--- config.mk ---
export PLATFORM = sky130hd
export DESIGN_NAME = acc_ctrl_seq
export DESIGN_NICKNAME = d
export VERILOG_FILES = /design/src/rtl/acc_ctrl_seq.sv
export SDC_FILE = /design/constraint.sdc
export NUM_CORES = 1
export LEC_CHECK = 0
export CORE_UTILIZATION = 30
export CTS_CLUSTER_SIZE = 10
export DETAILED_ROUTE_END_ITERATION = 8
export PLACE_DENSITY = 0.6
export SLEW_MARGIN = 0
export SYNTH_ARGS = -nofsm -noshare
export SYNTH_HDL_FRONTEND = slang
export SYNTH_SLANG_ARGS = --single-unit
--- constraint.sdc ---
create_clock -name clk -period 6.21 [get_ports clk]
set_input_delay 1.5525 -clock clk [delete_from_list [all_inputs] [get_ports clk]]
set_output_delay 1.5525 -clock clk [all_outputs]
set_load 0.05 [all_outputs]
--- src/rtl/acc_ctrl_seq.sv ---
// Fetch/decode/execute sequencer for the 12-bit accumulator datapath.
// All strobes are combinational from state, ir_op, z_flag and mem_ready.
module acc_ctrl_seq #(
  parameter int N      = 12,
  parameter int MEM_TO = 15,
  parameter int CNT_W  = 16
) (
  input  logic             clk,
  input  logic             rst_n,
  input  logic             start,
  input  logic [3:0]       ir_op,
  input  logic             z_flag,
  input  logic             mem_ready,
  output logic [3:0]       bus_sel,
  output logic             ld_ar,
  output logic             ld_pc,
  output logic             inc_pc,
  output logic             ld_ir,
  output logic             mem_rd,
  output logic             mem_wr,
  output logic             ac_write_en,
  output logic             ac_inc_en,
  output logic             ac_clr_en,
  output logic             alu_to_ac,
  output logic [3:0]       ac_read_en,
  output logic [2:0]       alu_op,
  output logic             halted,
  output logic             err,
  output logic [CNT_W-1:0] instr_cnt
);

  typedef enum logic [2:0] {
    IDLE, FETCH1, FETCH2, DECODE, EXEC, EXEC_M, HALT, ERR
  } state_t;

  // Bus source codes are datapath-width constants; only the low nibble leaves the block.
  localparam logic [N-1:0] BS_PC  = N'(1);
  localparam logic [N-1:0] BS_MEM = N'(2);
  localparam logic [N-1:0] BS_AC  = N'(3);
  localparam logic [N-1:0] BS_R   = N'(4);
  localparam logic [N-1:0] BS_OPN = N'(5);

  localparam logic [3:0] OP_NOP = 4'd0, OP_CLAC = 4'd1, OP_INAC = 4'd2, OP_MVACR = 4'd3,
                         OP_MVRAC = 4'd4, OP_ADD = 4'd5, OP_SUB = 4'd6, OP_AND = 4'd7,
                         OP_LDAC = 4'd8, OP_STAC = 4'd9, OP_JMP = 4'd10, OP_JMPZ = 4'd11,
                         OP_HALT = 4'd15;

  localparam int WC_W = (MEM_TO < 1) ? 1 : $clog2(MEM_TO + 1);

  state_t          state_q, state_d;
  logic [WC_W-1:0] wait_cnt;
  logic            timeout;

  assign timeout = (wait_cnt == WC_W'(MEM_TO));

  always_ff @(posedge clk or negedge rst_n) begin
    if (!rst_n) begin
      state_q   <= IDLE;
      instr_cnt <= '0;
      err       <= 1'b0;
      wait_cnt  <= '0;
    end else begin
      state_q <= state_d;
      if (state_q == DECODE) instr_cnt <= instr_cnt + CNT_W'(1);
      if (state_d == ERR) err <= 1'b1;
      // Every path into a wait state passes through a non-wait state, so clearing here is "clear on entry".
      if (state_q == FETCH2 || state_q == EXEC_M) begin
        if (!mem_ready) wait_cnt <= wait_cnt + WC_W'(1);
      end else begin
        wait_cnt <= '0;
      end
    end
  end

  always_comb begin
    state_d     = state_q;
    bus_sel     = 4'd0;
    ld_ar       = 1'b0;
    ld_pc       = 1'b0;
    inc_pc      = 1'b0;
    ld_ir       = 1'b0;
    mem_rd      = 1'b0;
    mem_wr      = 1'b0;
    ac_write_en = 1'b0;
    ac_inc_en   = 1'b0;
    ac_clr_en   = 1'b0;
    alu_to_ac   = 1'b0;
    ac_read_en  = 4'd0;
    alu_op      = 3'd0;
    halted      = (state_q == HALT);
    case (state_q)
      IDLE:   if (start) state_d = FETCH1;
      FETCH1: begin
        bus_sel = BS_PC[3:0];
        ld_ar   = 1'b1;
        state_d = FETCH2;
      end
      FETCH2: begin
        mem_rd = 1'b1;
        if (mem_ready) begin
          bus_sel = BS_MEM[3:0];
          ld_ir   = 1'b1;
          inc_pc  = 1'b1;
          state_d = DECODE;
        end else if (timeout) begin
          state_d = ERR;
        end
      end
      DECODE: begin
        case (ir_op)
          OP_HALT:             state_d = HALT;
          4'd12, 4'd13, 4'd14: state_d = ERR;
          default:             state_d = EXEC;
        endcase
      end
      EXEC: begin
        state_d = FETCH1;
        case (ir_op)
          OP_CLAC:  ac_clr_en = 1'b1;
          OP_INAC:  ac_inc_en = 1'b1;
          OP_MVACR: begin bus_sel = BS_AC[3:0]; ac_read_en = 4'd13; end
          OP_MVRAC: begin bus_sel = BS_R[3:0]; ac_write_en = 1'b1; end
          OP_ADD:   begin alu_op = 3'd0; alu_to_ac = 1'b1; end
          OP_SUB:   begin alu_op = 3'd1; alu_to_ac = 1'b1; end
          OP_AND:   begin alu_op = 3'd2; alu_to_ac = 1'b1; end
          OP_LDAC, OP_STAC: begin
            bus_sel = BS_OPN[3:0];
            ld_ar   = 1'b1;
            state_d = EXEC_M;
          end
          OP_JMP:   begin bus_sel = BS_OPN[3:0]; ld_pc = 1'b1; end
          OP_JMPZ:  if (z_flag) begin bus_sel = BS_OPN[3:0]; ld_pc = 1'b1; end
          default:  ;
        endcase
      end
      EXEC_M: begin
        if (ir_op == OP_STAC) begin
          bus_sel = BS_AC[3:0];
          mem_wr  = 1'b1;
        end else begin
          mem_rd = 1'b1;
          if (mem_ready) begin
            bus_sel     = BS_MEM[3:0];
            ac_write_en = 1'b1;
          end
        end
        if (mem_ready)    state_d = FETCH1;
        else if (timeout) state_d = ERR;
      end
      HALT:    ;
      ERR:     ;
      default: state_d = IDLE;
    endcase
  end

endmodule
==> out/qor.csv <==
metric;value;unit
status;completed;
slew_viol_final;0;
pwr_density_cell;373;mW/mm²
setup_viol;0;
synth-seq-cells;24;
cp-end-kind;output port;
timing.final.crit_share;86.9;%
nFillCells;496;
insertion_delay;0.26;ns
area_delta_synth_final;33.6;%
cts_inserted_buffers;3;
io_pins;48;
tightest_slew;1.04;ns
slew-limit-headroom;30.1;%
cp.arrival;3.84;ns
finalWeightedCongestion;0.794;
synth_edf_count;0;
p_clk_share;14.6;%
switching_share;47.1;%
power_leakage;0.844;nW
drtPass1Iterations;4;
fin_util;41.5;%
worstPathRequired;4.66;ns
drtIter0Drc;65;
rows;25;
finClkSkew;0.00207;ns
hold_path.class;reg -> reg;
die_y;71.7;µm
worst_slack;0.813;ns
first_global_vias;1082;
seqCellArea;601;µm²
start_util;31.1;%
portBuffers;44;
ir_drop;0.000159;V
cts-root-buf;clkbuf_8;
cts_buffer_depth;2;
cts_setup_buffers;0;
async_flop_share;100;%
p_sw;0.342;mW
grtUsageMet3;3.38;%
viasPerCell;4.76;
cts_resized;0;
cts_hold_buf;0;
use_met2;20.5;%
final_hold_viol_count;0;
place_ws;0.839;ns
cap_violations;0;
placed_area;0.00189;mm²
tns;0;ns
wl_per_cell;12.2;µm
final_area;0.00195;mm²
die_area;0.00515;mm²
syn-mean-instance-area;8.95;µm²
rsz0062_at_grt;no;
grtUsageTotal;12.6;%
hpwlAfterDp;2320;µm
fp.dieW;71.7;µm
ant_nets;0;
met1_usage;17.4;%
final_common_cell;clkdlybuf4s50_1;
h-tree-depth;1;
grt_pass1_wl;5200;µm
synthFlopType;dfrtp_1;
antenna_found_initial;0;
worstPathMaxFanout;12;
clkSlewWorstSetupHoldPaths;0.08;ns
p_total;0.726;mW
via_count;1210;
n_antenna_cell;0;
grt_max_degree;25;
fmaxAchievable;185;MHz
start_kind;input port;
layout_common_cells;clkdlybuf4s50_1, dfrtp_1, nor2_1;
drc;0;
synth_cell_types;43;
synth_area;0.00146;mm²
multi_input_area;759;µm²
final.min_clock_period;5.40;ns
path_class;in -> out;
yosysWarnings;0;
cts_tree;built;
drt_wl_total;3100;µm
p_seq_share;33.6;%
internal_power;0.384;mW
core-area;0.00469;mm²
ys_seq_area_share;41.2;%
top_usage_layer;met2;
overflow;0;
synth_cells;163;
p_comb_share;51.8;%
layout-drive-gt1-share;5.50;%
clkSinkCount;24;
nNetsFinal;212;
## cells in the mapped netlist (2+ instances only)
| cell | instances | area share, % |
|---|---|---|
| nand4_1 | 4 | 1.7 |
| and2_1 | 3 | 1.3 |
| nor2b_1 | 3 | 1.3 |
| nand2b_1 | 8 | 3.4 |
| nand3_1 | 4 | 1.4 |
| nor3_1 | 7 | 2.4 |
| o21ai_0 | 3 | 1.0 |
| xnor2_1 | 6 | 3.6 |
| or3_1 | 2 | 0.86 |
| xor2_1 | 12 | 7.2 |
| a21oi_1 | 5 | 1.7 |
| dfrtp_1 | 24 | 41 |
| nand2_1 | 11 | 2.8 |
| or3b_4 | 2 | 1.5 |
| nor3b_1 | 2 | 1.0 |
| buf_4 | 8 | 4.1 |
| inv_1 | 7 | 1.8 |
| nor2_1 | 23 | 5.9 |
| ha_1 | 2 | 1.7 |
| clkbuf_1 | 4 | 1.0 |
## worst max-delay path, cell delays in order
cell	delay (ns)
clkdlybuf4s50_1	0.63
nand2_1	0.27
nor3b_1	0.07
o41a_1	0.35
o21ai_0	0.14
clkdlybuf4s50_1	0.82
## power groups by stage
stage,combinational [mW],clock [mW],sequential (mW)
2_1_floorplan,0.234,0,0.283
3_3_place_gp,0.376,0,0.248
3_5_place_dp,0.377,0,0.248
4_1_cts,0.378,0.108,0.245
5_1_grt,0.402,0.117,0.253
6_report,0.376,0.106,0.244
## metal layers
metal / part of all wire, % / routed length (µm)
met4: 0.26 / 8
met2: 48 / 1490
met3: 2.9 / 91
met5: 0 / 0
met1: 49 / 1510
## registers in the layout, summed over array words and instances, names as in the netlist
signal     cells
wait_cnt       4
err            1
state_q        3
instr_cnt     16
## area by class of cell
| type | count | area share (%) |
|---|---|---|
| clock buffers | 4 | 2.82 |
| inverters | 7 | 1.35 |
| multi-input cells | 121 | 39.0 |
| flip-flops and latches | 24 | 30.8 |
| well taps | 54 | 3.47 |
| repair buffers | 44 | 22.6 |
## through the flow
step / hold WS, ns / std cells
after detailed placement: 0.459 / 250
after global placement: 0.466 / 250
after global routing: 0.504 / 254
after CTS: 0.486 / 254
final: 0.480 / 254
after floorplan: 0.516 / 165
## final timing paths
kind | from | to | slack [ns] | cells after the start
setup / recovery | ir_op[1] | bus_sel[0] | 0.81 | 6
setup reg to reg | state_q[1] | instr_cnt[15] | 4.44 | 4
min in group asynchronous | rst_n | instr_cnt[2] | 1.85 | 1
hold reg to reg | instr_cnt[15] | instr_cnt[15] | 0.48 | 1
max in group asynchronous | rst_n | wait_cnt[1] | 3.73 | 1
hold / removal | instr_cnt[15] | instr_cnt[15] | 0.48 | 1
## logic make-up (layout without fill, tap and decap cells)
kind of cell | Yosys count | in the layout | share of synthesized area [%]
muxes | 1 | 1 | 0.686
AOI/OAI and AO/OA | 20 | 20 | 10.1
adders and majority gates | 2 | 2 | 1.71
xor gates and xnor gates | 18 | 18 | 10.8
DFF | 24 | 24 | 41.2
other | 1 | 3 | 0.257
buffers and inverters | 20 | 55 | 7.29
and+or+nand+nor | 77 | 77 | 28.0
No activity file was read; power rests on OpenSTA's default activity.
